$ cat src/rtl/video_timing_pkg.sv
// Shared raster-timing constants and helpers for the parallel RGB panel
// timing generator (default 480x272 panel).
package video_timing_pkg;

  localparam int CoordW = 10;

  localparam int DefHRes        = 480;
  localparam int DefHFrontPorch = 2;
  localparam int DefHSyncPulse  = 41;
  localparam int DefHBackPorch  = 2;

  localparam int DefVRes        = 272;
  localparam int DefVFrontPorch = 2;
  localparam int DefVSyncPulse  = 10;
  localparam int DefVBackPorch  = 2;

  function automatic int h_total(int hres, int hfp, int hsp, int hbp);
    return hres + hfp + hsp + hbp;
  endfunction

  function automatic int v_total(int vres, int vfp, int vsp, int vbp);
    return vres + vfp + vsp + vbp;
  endfunction

endpackage

$ cat src/rtl/video_axis_counter.sv
// One raster axis: wrapping position counter plus its active-low sync pulse,
// registered from the next count so sync lines up with the presented count.
module video_axis_counter
  import video_timing_pkg::*;
#(
  parameter int Res        = DefHRes,
  parameter int FrontPorch = DefHFrontPorch,
  parameter int SyncPulse  = DefHSyncPulse,
  parameter int BackPorch  = DefHBackPorch
) (
  input  logic              clk,
  input  logic              rstn,
  input  logic              en,
  output logic [CoordW-1:0] count,
  output logic              wrap,
  output logic              sync_n
);

  localparam int Total = h_total(Res, FrontPorch, SyncPulse, BackPorch);

  localparam logic [CoordW-1:0] LastCnt   = CoordW'(Total - 1);
  localparam logic [CoordW-1:0] SyncFirst = CoordW'(Res + FrontPorch);
  localparam logic [CoordW-1:0] SyncLast  = CoordW'(Res + FrontPorch + SyncPulse - 1);

  logic [CoordW-1:0] r_count;
  logic              r_sync_n;
  logic [CoordW-1:0] w_next;
  logic              w_wrap;

  // Wrap is an explicit compare against the last position, never overflow.
  always_comb begin
    w_wrap = en && (r_count == LastCnt);
    w_next = r_count;
    if (en) begin
      w_next = w_wrap ? '0 : r_count + 1'b1;
    end
  end

  always_ff @(posedge clk or negedge rstn) begin
    if (!rstn) begin
      r_count  <= '0;
      r_sync_n <= 1'b1;
    end else begin
      r_count  <= w_next;
      r_sync_n <= !((w_next >= SyncFirst) && (w_next <= SyncLast));
    end
  end

  assign count  = r_count;
  assign wrap   = w_wrap;
  assign sync_n = r_sync_n;

endmodule

$ cat src/rtl/video_signal_generator.sv
// Free-running raster timing generator: pixel coordinates sx/sy with
// active-low hsync/vsync, one pixel per clock, no gap cycles.
module video_signal_generator
  import video_timing_pkg::*;
#(
  parameter int HRes        = DefHRes,
  parameter int HFrontPorch = DefHFrontPorch,
  parameter int HSyncPulse  = DefHSyncPulse,
  parameter int HBackPorch  = DefHBackPorch,
  parameter int VRes        = DefVRes,
  parameter int VFrontPorch = DefVFrontPorch,
  parameter int VSyncPulse  = DefVSyncPulse,
  parameter int VBackPorch  = DefVBackPorch
) (
  input  logic              clk,
  input  logic              rstn,
  output logic              hsync,
  output logic              vsync,
  output logic [CoordW-1:0] sx,
  output logic [CoordW-1:0] sy
);

  logic w_h_wrap;

  video_axis_counter #(
    .Res        (HRes),
    .FrontPorch (HFrontPorch),
    .SyncPulse  (HSyncPulse),
    .BackPorch  (HBackPorch)
  ) u_h_axis (
    .clk    (clk),
    .rstn   (rstn),
    .en     (1'b1),
    .count  (sx),
    .wrap   (w_h_wrap),
    .sync_n (hsync)
  );

  // The line counter advances only on the cycle the pixel counter wraps.
  video_axis_counter #(
    .Res        (VRes),
    .FrontPorch (VFrontPorch),
    .SyncPulse  (VSyncPulse),
    .BackPorch  (VBackPorch)
  ) u_v_axis (
    .clk    (clk),
    .rstn   (rstn),
    .en     (w_h_wrap),
    .count  (sy),
    .wrap   (),
    .sync_n (vsync)
  );

endmodule

$ cat config.mk
export PLATFORM = sky130hd
export DESIGN_NAME = video_signal_generator
export DESIGN_NICKNAME = d
export VERILOG_FILES = /design/src/rtl/video_timing_pkg.sv /design/src/rtl/video_axis_counter.sv /design/src/rtl/video_signal_generator.sv
export SDC_FILE = /design/constraint.sdc
export NUM_CORES = 1
export LEC_CHECK = 0
export CAP_MARGIN = 25
export CORE_MARGIN = 1
export CORE_UTILIZATION = 45
export DETAILED_ROUTE_END_ITERATION = 7
export PLACE_DENSITY_LB_ADDON = 0.12
export SYNTH_ARGS = -nofsm -noshare
export SYNTH_HDL_FRONTEND = slang
export SYNTH_SLANG_ARGS = --single-unit
$ cat constraint.sdc
create_clock -name clk -period 3.1 [get_ports clk]
set_clock_uncertainty 0.1 [all_clocks]
set_input_delay 0.31 -clock clk [delete_from_list [all_inputs] [get_ports clk]]
set_output_delay 0.31 -clock clk [all_outputs]
set_load 0.005 [all_outputs]
Word-level counts from Yosys, hierarchy flattened
Cells that the tools add are included.

Reductions and logical operators: 5. Multiplexer cells: 3. Equality and inequality tests: 2. $add $sub $neg: 2. Magnitude comparators: 4.

Operators with widths (count): 10-bit two-way mux (3); 10-bit by 1-bit adder with 10-bit output, second input constant (2); 10-bit by 9-bit >= comparator with 1-bit output, second input constant (2); 10-bit == test, second input constant (1); 10-bit by 9-bit == test with 1-bit output, second input constant (1); 10-bit <= comparator, second input constant (1); 10-bit by 9-bit <= comparator with 1-bit output, second input constant (1); 1-bit logical AND (3); 1-bit zero test (2).

Register bits: 22. Word-level logic and storage cells: 20. Bits of input ports: 2.

Longest topological paths before layout
Gate-level depths: netlist (run 1).

Word-level depth: 7. Depth in mapped cells: 9. Depth with buffers taken out: 8.

By module
From an unflattened synthesis (run 1), not the netlist that was laid out.

Cells, all modules: 147. Area, all modules: 1391.3 um^2.

Modules (own cells, without submodules): video_axis_counter at u_h_axis (cells an instance 79, times used 1, area an instance 724.4 um^2, sequential area each 276.5 um^2); video_axis_counter at u_v_axis (cells an instance 67, times used 1, area an instance 663.1 um^2, sequential area each 276.5 um^2); video_signal_generator (cells an instance 1, times used 1, area an instance 3.8 um^2, sequential area each 0.0 um^2).

Worst setup path before layout (run 1)
OpenSTA, ideal clock, no wires.

Kind: reg-to-reg. Start point: register u_h_axis.r_count[0], in the netlist u_h_axis.count[0]. End point: register u_h_axis.r_sync_n, in the netlist u_h_axis.sync_n. Buffers on the path: 0. Cell stages (with the launch flop): 8. Data required time: 2.918 ns. Period minus slack after synthesis: 2.102 ns. Data arrival time: 1.920 ns. Slack: 0.998 ns. Cell sequence: dfrtp_1 ha_1 nand3_1 xor2_1 o21ai_1 a211o_1 or3_1 mux2_4.

Longest elaborated chain between the ends: 5.

Ends and longest elaborated chain: from (decl) (line video_axis_counter.sv:25) `logic [CoordW-1:0] r_count;`; from (signal assigned) (line video_axis_counter.sv:44) `r_count <= w_next;`; 10-bit by 1-bit adder with 10-bit output / 10-bit == test (equally long branches) (line video_axis_counter.sv:35, video_axis_counter.sv:32); 10-bit two-way mux * (line video_axis_counter.sv:35) `w_next = w_wrap ? '0 : r_count + 1'b1;`; 10-bit by 9-bit >= comparator with 1-bit output / 10-bit <= comparator (equally long branches) (line video_axis_counter.sv:45) `r_sync_n <= !((w_next >= SyncFirst) && (w_next <= SyncLast));`; 1-bit logical AND * (line video_axis_counter.sv:45); 1-bit zero test * (line video_axis_counter.sv:45); to (signal assigned) (line video_axis_counter.sv:45); to (decl) (line video_axis_counter.sv:26) `logic r_sync_n;`.

Every way passes the cells marked *; elsewhere a longest branch is shown, timed or not.

Worst setup path in the final report (run 1)
Ends and elaborated chain as after synthesis.

==> results.py, run 1 <==
metrics = {
    "status": {
        "outcome": "complete, no violations",
    },
    "critical_path": {
        "critical_path_class": "reg2reg",
        "timing.rr.end": "u_h_axis.sync_n$_DFF_PN1_",
        "critPathMaxStageDelay_ps": 480,
        "crit_fanout": 11,
        "reg2reg_from": "u_h_axis.count[0]$_DFF_PN0_",
        "critPathLaunchType": "flip-flop",
        "path_cells": "inv_1 -> ha_1 -> and4bb_2 -> nand3_1 -> a211o_1 -> or3_1 -> mux2_4",
        "worstSetupEndpointType": "flip-flop",
        "worstPathArrival_ps": 2560,
        "critical_path.slowest_cell": "dfrtp_1",
        "r2r_cells": 7,
        "required_ps": 3240,
        "rrSetupSlack_ps": 680,
    },
    "yosys": {
        "yosysTopAreaCellShare": 0.393,
        "syn_avg_cell_area_sq_um": 9.66,
        "yosys_warnings": 0,
        "synth_flop_cell": "dfrtp_1",
        "synth.ff_latch_count": 22,
        "ys_top_cells_by_area": "dfrtp_1 39%, xnor2_1 5.5%, ha_1 4.9%, dfstp_2 4.1%, nand3_1 3.5%",
        "synth_fp_nets": 139,
        "yosysTopAreaCell": "dfrtp_1",
        "synth_common_cells": "20 x dfrtp_1, 9 x nand3_1, 9 x nor2_1",
        "synthCells": 132,
        "async_flop_share": 1.00,
        "ys_seq_area_frac": 0.434,
        "synth_edf_count": 0,
        "syn_area_sq_um": 1270,
        "synth.most_common_cell": "dfrtp_1",
        "synth_cell_types": 38,
    },
    "place": {
        "post-place-ws_ps": 710,
        "gp_congestion": 0.858,
        "port_buffers": 23,
        "hpwl_mm": 1.98,
    },
    "layout": {
        "area_growth_pct": 22.6,
        "multiInputGateArea_sq_um": 671,
        "fillCellCount": 233,
        "antenna_cells": 0,
        "layout.nets": 163,
        "layout-drive-gt1-share": 0.0968,
        "ff_latch_area_sq_um": 553,
    },
    "routing": {
        "wl_per_cell_um": 14.6,
        "first_iter_violations": 42,
        "drt-vias-per-instance": 5.90,
        "drc": 0,
        "routed_wl_mm": 2.69,
        "vias": 1092,
        "ant_nets": 0,
        "first_pass_iters": 4,
    },
    "power": {
        "powerDensity_nw_per_um2": 277,
        "p_leak_uw": 0.000671,
        "ir_worst_vdd_mv": 0.243,
    },
    "floorplan": {
        "die_h_um": 55.2,
        "io_pins": 24,
        "rows": 18,
        "die-area_sq_um": 3050,
        "core_sq_um": 2570,
        "start_util": 0.497,
        "die_w_um": 55.2,
    },
    "global_route": {
        "globalRouteTotalUtil": 0.179,
        "grt_pass1_vias": 909,
        "grt_overflow": 0,
        "antenna_found_initial": 0,
        "grt_pass1_wl_mm": 4.38,
        "grt_max_degree": 23,
    },
    "sta": {
        "timing.slew.headroom": 0.657,
        "fin_ws_ps": 678,
        "period_needed_ps": 2420,
        "rsz0062_at_grt": "no",
        "hold_viol_final": 0,
        "finalCritPeriodShare": 0.781,
        "tightest_slew_ps": 512,
        "setup_viol": 0,
        "setup_tns_ps": 0,
        "drv_slew": 0,
        "fmax_mhz": 413,
    },
    "clocking": {
        "clk_latency_ps": 310,
        "cts_setup_buffers": 0,
        "ctsHoldBuffers": 0,
        "cts_tree": "built",
        "cts-root-buf": "clkbuf_4",
        "clk_pin_slew_worst_paths_ps": 110,
        "clock_path_buffers": 2,
        "numCtsBuffers": 3,
        "cts.sinks": 22,
        "cts_resized": 0,
        "htreeDepth": 1,
    },
    "min_path": {
        "min_path_type": "in2async",
    },
    "job": {
        "drv_cap": 0,
    },
}
## critical path: cells and delay by family (launching register included)
kind                       cells  cell delay, ps
DFF                            1             480
AOI/OAI and AO/OA              1             380
and+or+nand+nor                3             900
muxes                          1             260
buffers and inverters          1              90
adders and majority gates      1             140
## placed cells by master, fill, tap and decap left out, types with 2 or more instances in the layout
master / synthesis / routed
clkbuf_4: 0 / 3
a21o_1: 2 / 2
nand4_1: 6 / 6
dfrtp_1: 20 / 20
clkdlybuf4s50_1: 0 / 23
xnor2_1: 8 / 8
nor3_1: 3 / 3
a31oi_1: 5 / 5
nand3_1: 9 / 9
xor2_1: 4 / 4
nor2_1: 9 / 9
dfstp_2: 2 / 2
and3_1: 6 / 6
nand2_1: 6 / 6
ha_1: 5 / 5
a21oi_1: 6 / 6
or3_1: 3 / 3
inv_1: 8 / 8
o22ai_1: 2 / 2
o21ai_0: 5 / 5
## cell type report
cell class | instances | share of cell area
inverter | 8 | 0.0192
multi-input combinational | 97 | 0.429
tap | 30 | 0.0240
clock buffer | 4 | 0.0168
sequential | 22 | 0.354
timing repair buffer | 24 | 0.157
## state kept, by name, summed over array words and instances (netlist names)
| name | count |
|---|---|
| u_h_axis.sync_n | 1 |
| u_v_axis.count | 10 |
| u_h_axis.count | 10 |
| u_v_axis.sync_n | 1 |
## cells by family (layout without fill, tap and decap cells)
group	Yosys count	count (layout)	synth area share
AO/OA/AOI/OAI	27	27	0.144
AND/OR/NAND/NOR	52	52	0.238
adder cells (fa/ha/maj)	5	5	0.0491
flip-flops	22	22	0.434
multiplexers	1	1	0.0118
XOR/XNOR	12	12	0.0824
buffers and inverters	13	36	0.0402
## stage by stage
step | std cells | area [sq um] | total power, uW | util | hold WS (ps)
CTS | 184 | 1550 | 437 | 0.603 | 438
global placement | 180 | 1520 | 299 | 0.593 | 411
detailed placement | 180 | 1520 | 299 | 0.593 | 421
floorplan | 132 | 1270 | 293 | - | -85.6
global route | 185 | 1560 | 448 | 0.609 | 91.1
finish | 185 | 1560 | 432 | 0.609 | 92.1
## worst max-delay path by stage
stage                     cells after the start                        start                         to  slack (ps)
after floorplan                               7  u_h_axis.count[0]$_DFF_PN0_  u_h_axis.sync_n$_DFF_PN1_        1000
after global placement                        7  u_h_axis.count[0]$_DFF_PN0_  u_h_axis.sync_n$_DFF_PN1_         780
after detailed placement                      7  u_h_axis.count[0]$_DFF_PN0_  u_h_axis.sync_n$_DFF_PN1_         710
after CTS                                     7  u_h_axis.count[0]$_DFF_PN0_  u_h_axis.sync_n$_DFF_PN1_         670
after global routing                          7  u_h_axis.count[0]$_DFF_PN0_  u_h_axis.sync_n$_DFF_PN1_         590
final                                         7  u_h_axis.count[0]$_DFF_PN0_  u_h_axis.sync_n$_DFF_PN1_         680
## power breakdown
group / switching [uW] / total [uW] / internal (uW)
Combinational: 5.50 / 8.37 / 2.86
Clock: 86.7 / 137 / 50.2
Sequential: 0 / 287 / 287
## routing by layer
metal  wire length [um]  global-route usage
met1               1390               0.290
met2               1130               0.236
met3                126              0.0258
met4                 39              0.0714
met5                  0                   0
No activity file was read; power rests on OpenSTA's default activity.
==> inputs of run 2 (changes only) <==
==> constraint.sdc (replaced) <==
create_clock -name clk -period 2.4 [get_ports clk]
set_clock_uncertainty 0.1 [all_clocks]
set_input_delay 0.24 -clock clk [delete_from_list [all_inputs] [get_ports clk]]
set_output_delay 0.24 -clock clk [all_outputs]
set_load 0.005 [all_outputs]
==> run 2 against run 1 <==
Worst setup slack worse by 530 ps. Hold slack better by 56 ps. Sequential power up 29%. Final cell count up 1.1%. Non-clock buffer count up 3. Die area unchanged. Sequential cell count unchanged. Routed wire length up 1.4%. Largest power group unchanged. Highest routed layer unchanged.
==> results.py, run 2 (synthesized netlist as in run 1, its figures left out) <==
metrics = {
    "clocking": {
        "cts_tree": "built",
        "clock_path_buffers": 2,
        "cts-root-buf": "clkbuf_4",
        "clk_latency_ps": 310,
        "cts_setup_buffers": 0,
        "cts_resized": 0,
        "htreeDepth": 1,
        "cts.sinks": 22,
        "clk_pin_slew_worst_paths_ps": 130,
        "ctsHoldBuffers": 0,
        "numCtsBuffers": 3,
    },
    "sta": {
        "hold_viol_final": 0,
        "timing.slew.headroom": 0.731,
        "drv_slew": 0,
        "setup_tns_ps": 0,
        "period_needed_ps": 2260,
        "setup_viol": 0,
        "rsz0062_at_grt": "no",
        "fmax_mhz": 443,
        "tightest_slew_ps": 400,
        "holdWs_ps": 148,
        "finalCritPeriodShare": 0.940,
    },
    "place": {
        "gp_congestion": 0.917,
        "dpl.cell_count": 184,
        "placed_area_sq_um": 1550,
        "port_buffers": 23,
        "hpwl_mm": 2.03,
    },
    "critical_path": {
        "critPathLaunchType": "flip-flop",
        "required_ps": 2540,
        "worstSetupEndpointType": "flip-flop",
        "critical_path_class": "reg2reg",
        "worstPathArrival_ps": 2400,
        "crit_fanout": 8,
    },
    "global_route": {
        "grt_overflow": 0,
        "grt_max_degree": 23,
        "grt_pass1_wl_mm": 4.65,
        "antenna_found_initial": 0,
        "globalRouteTotalUtil": 0.188,
        "grt_pass1_vias": 985,
    },
    "routing": {
        "wl_per_cell_um": 14.6,
        "routed_wl_mm": 2.73,
        "first_iter_violations": 25,
        "vias": 1075,
        "drc": 0,
        "first_pass_iters": 4,
        "drt-vias-per-instance": 5.75,
        "ant_nets": 0,
    },
    "min_path": {
        "min_path_type": "in2async",
    },
    "power": {
        "p_leak_uw": 0.000683,
        "power_uw": 551,
        "ir_worst_vdd_mv": 0.268,
        "powerDensity_nw_per_um2": 350,
    },
    "floorplan": {
        "rows": 18,
        "die-area_sq_um": 3050,
        "die_h_um": 55.2,
        "die_w_um": 55.2,
        "start_util": 0.497,
        "io_pins": 24,
        "core_sq_um": 2570,
    },
    "layout": {
        "layout_common_cells": "23 x clkdlybuf4s50_1, 20 x dfrtp_1, 9 x nand3_1, 9 x nor2_1",
        "layout-drive-gt1-share": 0.115,
        "fin_cells": 187,
        "final_area_sq_um": 1570,
        "area_growth_pct": 23.5,
        "final_common_cell": "clkdlybuf4s50_1",
        "layout.nets": 166,
        "antenna_cells": 0,
    },
    "status": {
        "outcome": "complete, no violations",
    },
    "job": {
        "drv_cap": 0,
    },
}
-- run 2: cell count changes in the layout (fill, tap and decap cells not counted) --
cell      change
clkbuf_1      -1
buf_4         +4
buf_8         -1
-- run 2: routing by layer --
metal  share of wire  GRT usage  up-vias
li1                -          -      526
met1            0.49      0.277      507
met2            0.45      0.277       40
met3           0.049     0.0328        2
met4          0.0026     0.0679        0
met5               0          0        -
-- run 2: worst max-delay path: stages (launching register included) --
cell and delay, ps:
dfrtp_1 500, ha_1 280, nand3_1 120, xor2_1 230
o21ai_1 110, a211o_1 290, or3_1 300, mux2_4 260
-- run 2: layout make-up --
class                           instances  area [sq um]
Multi-Input combinational cell         97           671
Tap cell                               30          37.5
Clock buffer                            3          22.5
Fill cell                             236           993
Sequential cell                        22           553
Inverter                                8          30.0
Timing Repair Buffer                   27           260
-- run 2: path summary, 6_finish.rpt --
path | startpoint | cells past startpoint | to | slack [ps]
max | u_h_axis.count[0]$_DFF_PN0_ | 7 | u_h_axis.sync_n$_DFF_PN1_ | 140
min | rstn | 2 | u_h_axis.count[5]$_DFF_PN0_ | 150
max reg2reg | u_h_axis.count[0]$_DFF_PN0_ | 7 | u_h_axis.sync_n$_DFF_PN1_ | 140
min reg2reg | u_v_axis.count[9]$_DFF_PN0_ | 1 | u_v_axis.count[9]$_DFF_PN0_ | 440
max in group asynchronous | rstn | 2 | u_h_axis.sync_n$_DFF_PN1_ | 1770
min in group clk | u_v_axis.count[9]$_DFF_PN0_ | 1 | u_v_axis.count[9]$_DFF_PN0_ | 440
-- run 2: where the power goes --
group          switching, uW  internal (uW)
sequential                 0            371
combinational           6.76           2.49
clock                    112           58.7
-- run 2: through the flow --
step	util	worst slack (ps)
final	0.613	144
after global routing	0.613	44.1
after CTS	0.613	152
after detailed placement	0.604	184
after global placement	0.604	248
after floorplan	-	298
